==> src/rtl/multi_line_scheduler.sv <==
// Sweeps enabled line-buffer channels in index order: trigger, wait for busy to clear, gap, next.
// The selected channel's data, row and read strobe are muxed onto one downstream port.
module multi_line_scheduler #(
   parameter int CH_NUM  = 2,
   parameter int DATA_W  = 16,
   parameter int ROW_W   = 11,
   parameter int TIMEOUT = 65535,
   parameter int GAP_CYC = 1
) (
   input  logic                     rclk,
   input  logic                     rst,
   input  logic                     trig,
   input  logic                     cont_mode,
   input  logic [CH_NUM-1:0]        ch_en,
   output logic [CH_NUM-1:0]        ch_trig,
   input  logic [CH_NUM-1:0]        ch_busy,
   input  logic [CH_NUM-1:0]        ch_aquire,
   input  logic [CH_NUM-1:0]        ch_err,
   input  logic [CH_NUM*DATA_W-1:0] ch_data,
   input  logic [CH_NUM*ROW_W-1:0]  ch_row,
   output logic [CH_NUM-1:0]        ch_re,
   input  logic                     read_en,
   output logic                     aquire,
   output logic [DATA_W-1:0]        cam_data,
   output logic [ROW_W-1:0]         cam_row,
   output logic [CH_NUM-1:0]        cam_id,
   output logic                     sweep_done,
   output logic                     timeout,
   output logic                     error
);
   localparam int CW   = (CH_NUM > 1) ? $clog2(CH_NUM) : 1;
   localparam int WD_W = 20;
   localparam logic [CW-1:0] LAST = CW'(CH_NUM-1);

   typedef enum logic [2:0] {
      IDLE   = 3'd0,
      SELECT = 3'd1,
      TRIG   = 3'd2,
      WAIT   = 3'd3,
      GAP    = 3'd4
   } state_t;

   state_t              state, state_n;
   logic [CW-1:0]       cur, cur_n;
   logic                pending, pend_clr;
   logic [WD_W-1:0]     wd, wd_n, wd_inc;
   logic                wd_hit;
   logic [7:0]          gcnt, gcnt_n;
   logic [CH_NUM-1:0]   trig_n;
   logic                done_n, to_set, eos;
   logic [CW-1:0]       sel_idx;
   logic                sel_ok;

   // Lowest enabled channel at or above cur; the descending loop leaves the lowest match.
   always_comb begin
      sel_idx = cur;
      sel_ok  = 1'b0;
      for (int i = CH_NUM-1; i >= 0; i--) begin
         if (ch_en[i] && (CW'(i) >= cur)) begin
            sel_idx = CW'(i);
            sel_ok  = 1'b1;
         end
      end
   end

   assign wd_inc = wd + 1'b1;
   assign wd_hit = (wd_inc == WD_W'(TIMEOUT));

   always_comb begin
      state_n  = state;
      cur_n    = cur;
      pend_clr = 1'b0;
      wd_n     = wd;
      gcnt_n   = (state == GAP) ? gcnt + 8'd1 : 8'd0;
      trig_n   = ch_trig;
      done_n   = 1'b0;
      to_set   = 1'b0;
      eos      = 1'b0;
      case (state)
         IDLE: begin
            cur_n  = '0;
            trig_n = '0;
            if (pending) begin
               state_n  = SELECT;
               pend_clr = 1'b1;
            end
         end
         SELECT: begin
            if (sel_ok) begin
               cur_n   = sel_idx;
               state_n = TRIG;
               wd_n    = '0;
               trig_n  = CH_NUM'(1) << sel_idx;
            end else begin
               eos = 1'b1;
            end
         end
         TRIG: begin
            wd_n = wd_inc;
            if (ch_busy[cur]) begin
               trig_n  = '0;
               state_n = WAIT;
            end else if (wd_hit) begin
               to_set  = 1'b1;
               trig_n  = '0;
               state_n = GAP;
            end
         end
         WAIT: begin
            wd_n = wd_inc;
            if (!ch_busy[cur]) begin
               state_n = GAP;
            end else if (wd_hit) begin
               to_set  = 1'b1;
               state_n = GAP;
            end
         end
         GAP: begin
            trig_n = '0;
            if (gcnt == 8'(GAP_CYC-1)) begin
               if (cur == LAST) begin
                  eos = 1'b1;
               end else begin
                  cur_n   = cur + 1'b1;
                  state_n = SELECT;
               end
            end
         end
         default: begin
            state_n = IDLE;
            cur_n   = '0;
            trig_n  = '0;
         end
      endcase
      // End of sweep: restart immediately when continuous or a sweep is queued.
      if (eos) begin
         done_n = 1'b1;
         cur_n  = '0;
         if (cont_mode || pending) begin
            state_n  = SELECT;
            pend_clr = 1'b1;
         end else begin
            state_n = IDLE;
         end
      end
   end

   always_ff @(posedge rclk) begin
      if (rst) begin
         state      <= IDLE;
         cur        <= '0;
         pending    <= 1'b0;
         wd         <= '0;
         gcnt       <= 8'd0;
         ch_trig    <= '0;
         sweep_done <= 1'b0;
         timeout    <= 1'b0;
      end else begin
         state      <= state_n;
         cur        <= cur_n;
         wd         <= wd_n;
         gcnt       <= gcnt_n;
         ch_trig    <= trig_n;
         sweep_done <= done_n;
         if (to_set)
            timeout <= 1'b1;
         // A new request wins over the clear so a trig is never lost.
         if (trig)
            pending <= 1'b1;
         else if (pend_clr)
            pending <= 1'b0;
      end
   end

   always_comb begin
      cam_id   = CH_NUM'(1) << cur;
      ch_re    = read_en ? cam_id : '0;
      aquire   = ch_aquire[cur];
      cam_data = '0;
      cam_row  = '0;
      for (int i = 0; i < CH_NUM; i++) begin
         if (CW'(i) == cur) begin
            cam_data = ch_data[i*DATA_W +: DATA_W];
            cam_row  = ch_row[i*ROW_W +: ROW_W];
         end
      end
   end

   assign error = (|ch_err) | timeout;

endmodule

==> config.mk <==
export PLATFORM = sky130hd
export DESIGN_NAME = multi_line_scheduler
export DESIGN_NICKNAME = d
export VERILOG_FILES = /design/src/rtl/multi_line_scheduler.sv
export SDC_FILE = /design/constraint.sdc
export NUM_CORES = 1
export LEC_CHECK = 0
export CORE_ASPECT_RATIO = 2
export CORE_UTILIZATION = 44
export DETAILED_ROUTE_END_ITERATION = 8
export MAX_ROUTING_LAYER = met4
export PLACE_DENSITY = 0.92
export SLEW_MARGIN = 20
export SYNTH_ARGS = -nofsm -noshare
export SYNTH_HDL_FRONTEND = slang
export SYNTH_SLANG_ARGS = --single-unit
==> constraint.sdc <==
create_clock -name rclk -period 3.5 [get_ports rclk]
set_input_delay 0.525 -clock rclk [delete_from_list [all_inputs] [get_ports rclk]]
set_output_delay 0.525 -clock rclk [all_outputs]
set_load 0.01 [all_outputs]
Word-level counts from Yosys, hierarchy flattened
Index checks and enable logic that the tools add are counted.
{"block": "op_classes", "add_sub_neg": 3, "n_lt_le_gt_ge": 3, "eq_ne": 12, "shifts": 2, "muxes": 46, "bitwise_logic": 4, "reduce_logical": 15}
{"cell": "case mux 20 bit (2 select lines)", "count": 1}
{"cell": "two-way mux 1 bit", "count": 25}
{"cell": "two-way mux 3 bit", "count": 8}
{"cell": "adder 20 x 1 -> 20 bit (second input constant)", "count": 1}
{"cell": "== test 20 x 16 -> 1 bit (second input constant)", "count": 1}
{"cell": "two-way mux 20 bit", "count": 1}
{"cell": "two-way mux 16 bit", "count": 1}
{"cell": "case mux 3 bit (5 select lines)", "count": 1}
{"cell": "!= test 3 bit (second input constant)", "count": 4}
{"cell": "two-way mux 11 bit", "count": 1}
{"cell": "adder 8 x 1 -> 8 bit (second input constant)", "count": 1}
{"cell": "logical NOT 8 bit", "count": 1}
{"cell": "two-way mux 2 bit", "count": 4}
{"cell": "OR reduction 2 bit", "count": 4}
{"cell": "== test 3 x 2 -> 1 bit (second input constant)", "count": 2}
{"cell": "case mux 2 bit (3 select lines)", "count": 1}
{"cell": "AND reduction 3 bit", "count": 2}
{"cell": "case mux 1 bit (2 select lines)", "count": 2}
{"cell": "AND reduction 4 bit", "count": 1}
{"cell": "nonzero test 2 bit", "count": 2}
{"cell": "<< shifter 1 x 1 -> 2 bit (first input constant)", "count": 2}
{"cell": "== test 3 x 1 -> 1 bit (second input constant)", "count": 1}
{"cell": "== test 3 bit (second input constant)", "count": 1}
{"cell": "logical NOT 3 bit", "count": 1}
{"cell": "12 further kinds", "count": 16}
{"block": "totals", "register_bits": 37, "input_bits": 67, "elab_cells": 93}

Longest topological paths before layout
{"block": "depth", "word_depth": 9, "ltp_mapped": 9}

Least setup slack after synthesis
Ideal clock, no wire load.
{"block": "synth_timing", "kind": "reg2reg", "start": "reg wd[0]", "end": "reg state[1]", "setup_ps": 131, "arrival_ps": 2516, "path_slack_ps": 853, "path_stages_with_launch": 10, "path_buffers": 1, "synth_period_minus_slack_ps": 2647, "path_cell_list": "dfxtp_1 -> ha_1 -> and3_1 -> buf_2 -> a311o_1 -> a2111oi_2 -> o22ai_1 -> or4_1 -> a221oi_2 -> nor3_1"}
{"block": "synth_via", "elab_chain_len": 6}
{"element": "start, declared", "line": "46", "source": "logic [WD_W-1:0] wd, wd_n, wd_inc;"}
{"element": "start signal, assigned", "line": "161", "source": "wd <= wd_n;"}
{"element": "adder 20 x 1 -> 20 bit *", "line": "66", "source": "assign wd_inc = wd + 1'b1;"}
{"element": "== test 20 x 16 -> 1 bit *", "line": "67", "source": "assign wd_hit = (wd_inc == WD_W'(TIMEOUT));"}
{"element": "two-way mux 3 bit *"}
{"element": "two-way mux 3 bit (on tied branches)"}
{"element": "case mux 3 bit (5 select lines) *"}
{"element": "two-way mux 3 bit *"}
{"element": "end signal, assigned", "line": "159", "source": "state <= state_n;"}
{"element": "end, declared", "line": "43", "source": "state_t state, state_n;"}
Mark *: on every way between the ends. The rest lies on a longest branch, timed or not.
A chain may end at the register's enable or synchronous reset.

Worst setup path after layout
Same ends and word-level chain as after synthesis.

==> results.cfg <==
[drt]
num_vias = 2950
dr_wl_met3_um = 820
drc = 0
wl_met2_mm = 4.83
wl_met1_mm = 2.90
ant_nets = 0
wl_per_cell_um = 18.7
top_layer_used = met4
first_pass_iters = 6
vias_per_cell = 6.20
routed_wl_mm = 8.88
drt_iter0_markers = 126

[power_and_ir_drop]
ir_worst_vdd_uv = 592
leakage_nw = 1.31
total_power_mw = 1.60
powerDensity_mw_per_mm2 = 422

[sta]
holdWs_ns = 0.495
max-slew-margin-rel = 0.308
setup_viol = 0
finalSetupTns_ns = 0
period_share = 0.797
rsz0062_at_grt = false
fin_skew_ns = 0.00444
max_freq_mhz = 358
period_needed_ns = 2.79
hold_violations = 0
finalMaxSlewViolations = 0
tightest_slew_ns = 1.03

[cells_and_area]
nFillCells = 462
diodes = 0
multiInputGateArea_mm2 = 0.00168
syn_to_final_growth_pct = 47.7
drive_above_1_share = 0.120
final_common_cell = clkdlybuf4s50_1
fin_util = 0.668
mostFrequentLayoutCells = clkdlybuf4s50_1 (103), dfxtp_1 (37), nor2_1 (35)
design_area_mm2 = 0.00378
register_area_um2 = 741
finalNetCount = 485

[global_routing]
grt_pass1_vias = 2825
grt_use_total = 0.299
grt_pass1_wl_mm = 13.8
grt.overflow.total = 0
antenna_found_initial = 0
grt_max_degree = 38

[setup_path]
timing.rr.start = wd[0]
r2r_cells = 8
end_kind = flip-flop
cp_max_fo = 8
rrSetupSlack_ns = 0.71
critPathTopFamily = compound AO/OA/AOI/OAI gates
required_ns = 3.66
cpPeakStageDelay_ns = 0.55
crit_arrival_ns = 2.95
crit_slowest_cell = or4_1
startpoint = wd[0]
start_kind = flip-flop
cp.depth = 8
crit_chain = ha_1 > and3_1 > a311o_1 > a2111oi_2 > o22ai_1 > or4_1 > a221oi_2 > nor3_1
cp_num_buf_inv = 0
r2r-end = state[1]
crit_end = state[1]
critical_path_class = flip-flop to flip-flop

[clocking]
clock-sinks = 37
clkTransAtPathRegs_ns = 0.06
cts_setup_buffers = 0
cts-hold-fix-buffers = 0
insertion_delay_ns = 0.28
h-tree-depth = 2
numCtsBuffers = 5
cts_resized = 0
root_buffer = clkbuf_16
cts.path.max_buffers = 2
cts_tree = done

[place]
gp_congestion = 1.01
io_buffers = 103
dpl_cell_area_mm2 = 0.00361
dpl.hpwl_mm = 6.75

[die]
rows = 39
start_util = 0.452
ios = 104
die_y_um = 110
die_area_mm2 = 0.00614
coreArea_mm2 = 0.00566
die_w_um = 55.9

[yosys]
async_reset_ff_frac = 0
syn_inst = 322
synth_nets = 393
ys_warn_count = 0
syn_area_per_cell_um2 = 7.95
netlist-cell-type-count = 49
ys_seq_area_frac = 0.289
synth_area_mm2 = 0.00256
synth_flop_cell = dfxtp_1
synth_edf_count = 0
ys_seq_elements = 37

[status]
outcome = finished, final reports clean

[flow_run]
maxCapViolCount = 0

[hold_path]
timing.hold.worst_path_depth = 1
worstHoldPathType = flip-flop to flip-flop
worst min-delay path by stage:
stage              end  slack, ns    start
2_1_floorplan  gcnt[0]       0.45  gcnt[0]
3_3_place_gp   gcnt[0]       0.46  gcnt[0]
4_1_cts        gcnt[0]       0.50  gcnt[0]
3_5_place_dp   gcnt[0]       0.48  gcnt[0]
5_1_grt         wd[17]       0.53   wd[17]
6_report       gcnt[0]       0.50  gcnt[0]
layer usage:
layer / vias to the layer above / global-route usage
li1: 1374 / -
met1: 1350 / 0.266
met2: 194 / 0.571
met3: 32 / 0.0706
met4: 0 / 0.166
met5: - / -
synth_stat cells, types with 2 or more instances:
library cell / instances / area share
dfxtp_1: 37 / 0.29
nor3_1: 8 / 0.016
nand3_1: 15 / 0.029
a211oi_1: 3 / 0.0088
mux2i_1: 3 / 0.012
a311oi_1: 5 / 0.017
and2_1: 2 / 0.0049
clkbuf_1: 17 / 0.025
xor2_1: 10 / 0.034
inv_1: 9 / 0.013
o22ai_1: 2 / 0.0049
mux2_2: 28 / 0.12
or4_1: 2 / 0.0059
a31oi_1: 6 / 0.015
ha_1: 4 / 0.020
and4_1: 2 / 0.0068
nor2b_1: 3 / 0.0073
nand4b_1: 4 / 0.014
a22oi_1: 4 / 0.012
or4b_2: 2 / 0.0078
nor4_1: 6 / 0.015
buf_2: 2 / 0.0039
a41oi_1: 2 / 0.0068
nand3b_1: 5 / 0.015
nand2_1: 16 / 0.023
o21ai_0: 19 / 0.037
and3_1: 7 / 0.017
a21oi_1: 26 / 0.051
buf_1: 3 / 0.0044
nand2b_1: 6 / 0.015
or3_1: 4 / 0.0098
nand4_1: 9 / 0.022
nor2_1: 35 / 0.051
where the power goes:
part	total [mW]	switching, mW	internal [mW]
logic	0.581	0.304	0.277
registers	0.494	0.0491	0.445
clock network	0.521	0.184	0.337
total	1.60	0.537	1.06
logic make-up (layout without fill, tap and decap cells):
logic type      after synthesis  after routing  share of synthesized area
simple gates                128            128                      0.266
compound gates               77             77                      0.195
flops                        37             37                      0.289
buf+inv                      33            126                     0.0538
mux                          31             31                      0.135
xor+xnor                     11             11                     0.0377
fa+ha+maj                     5              5                     0.0235
cell type report:
type / count / share of cell area
multi-input cells: 252 / 0.445
well taps: 61 / 0.0202
clock inverters: 3 / 0.0123
clock buffers: 5 / 0.0331
flip-flops and latches: 37 / 0.196
repair buffers: 109 / 0.285
inverters: 9 / 0.00894
stage by stage:
stage	setup slack [ns]	instances
4_1_cts	0.718	476
3_3_place_gp	0.810	468
2_1_floorplan	0.853	322
3_5_place_dp	0.718	468
6_report	0.710	476
5_1_grt	0.500	476
state kept, by name, summed over array words and instances, names as in the netlist:
name	cells
wd	20
gcnt	8
state	3
ch_trig	2
cur	1
pending	1
sweep_done	1
timeout	1
No activity file was read; power rests on OpenSTA's default activity.
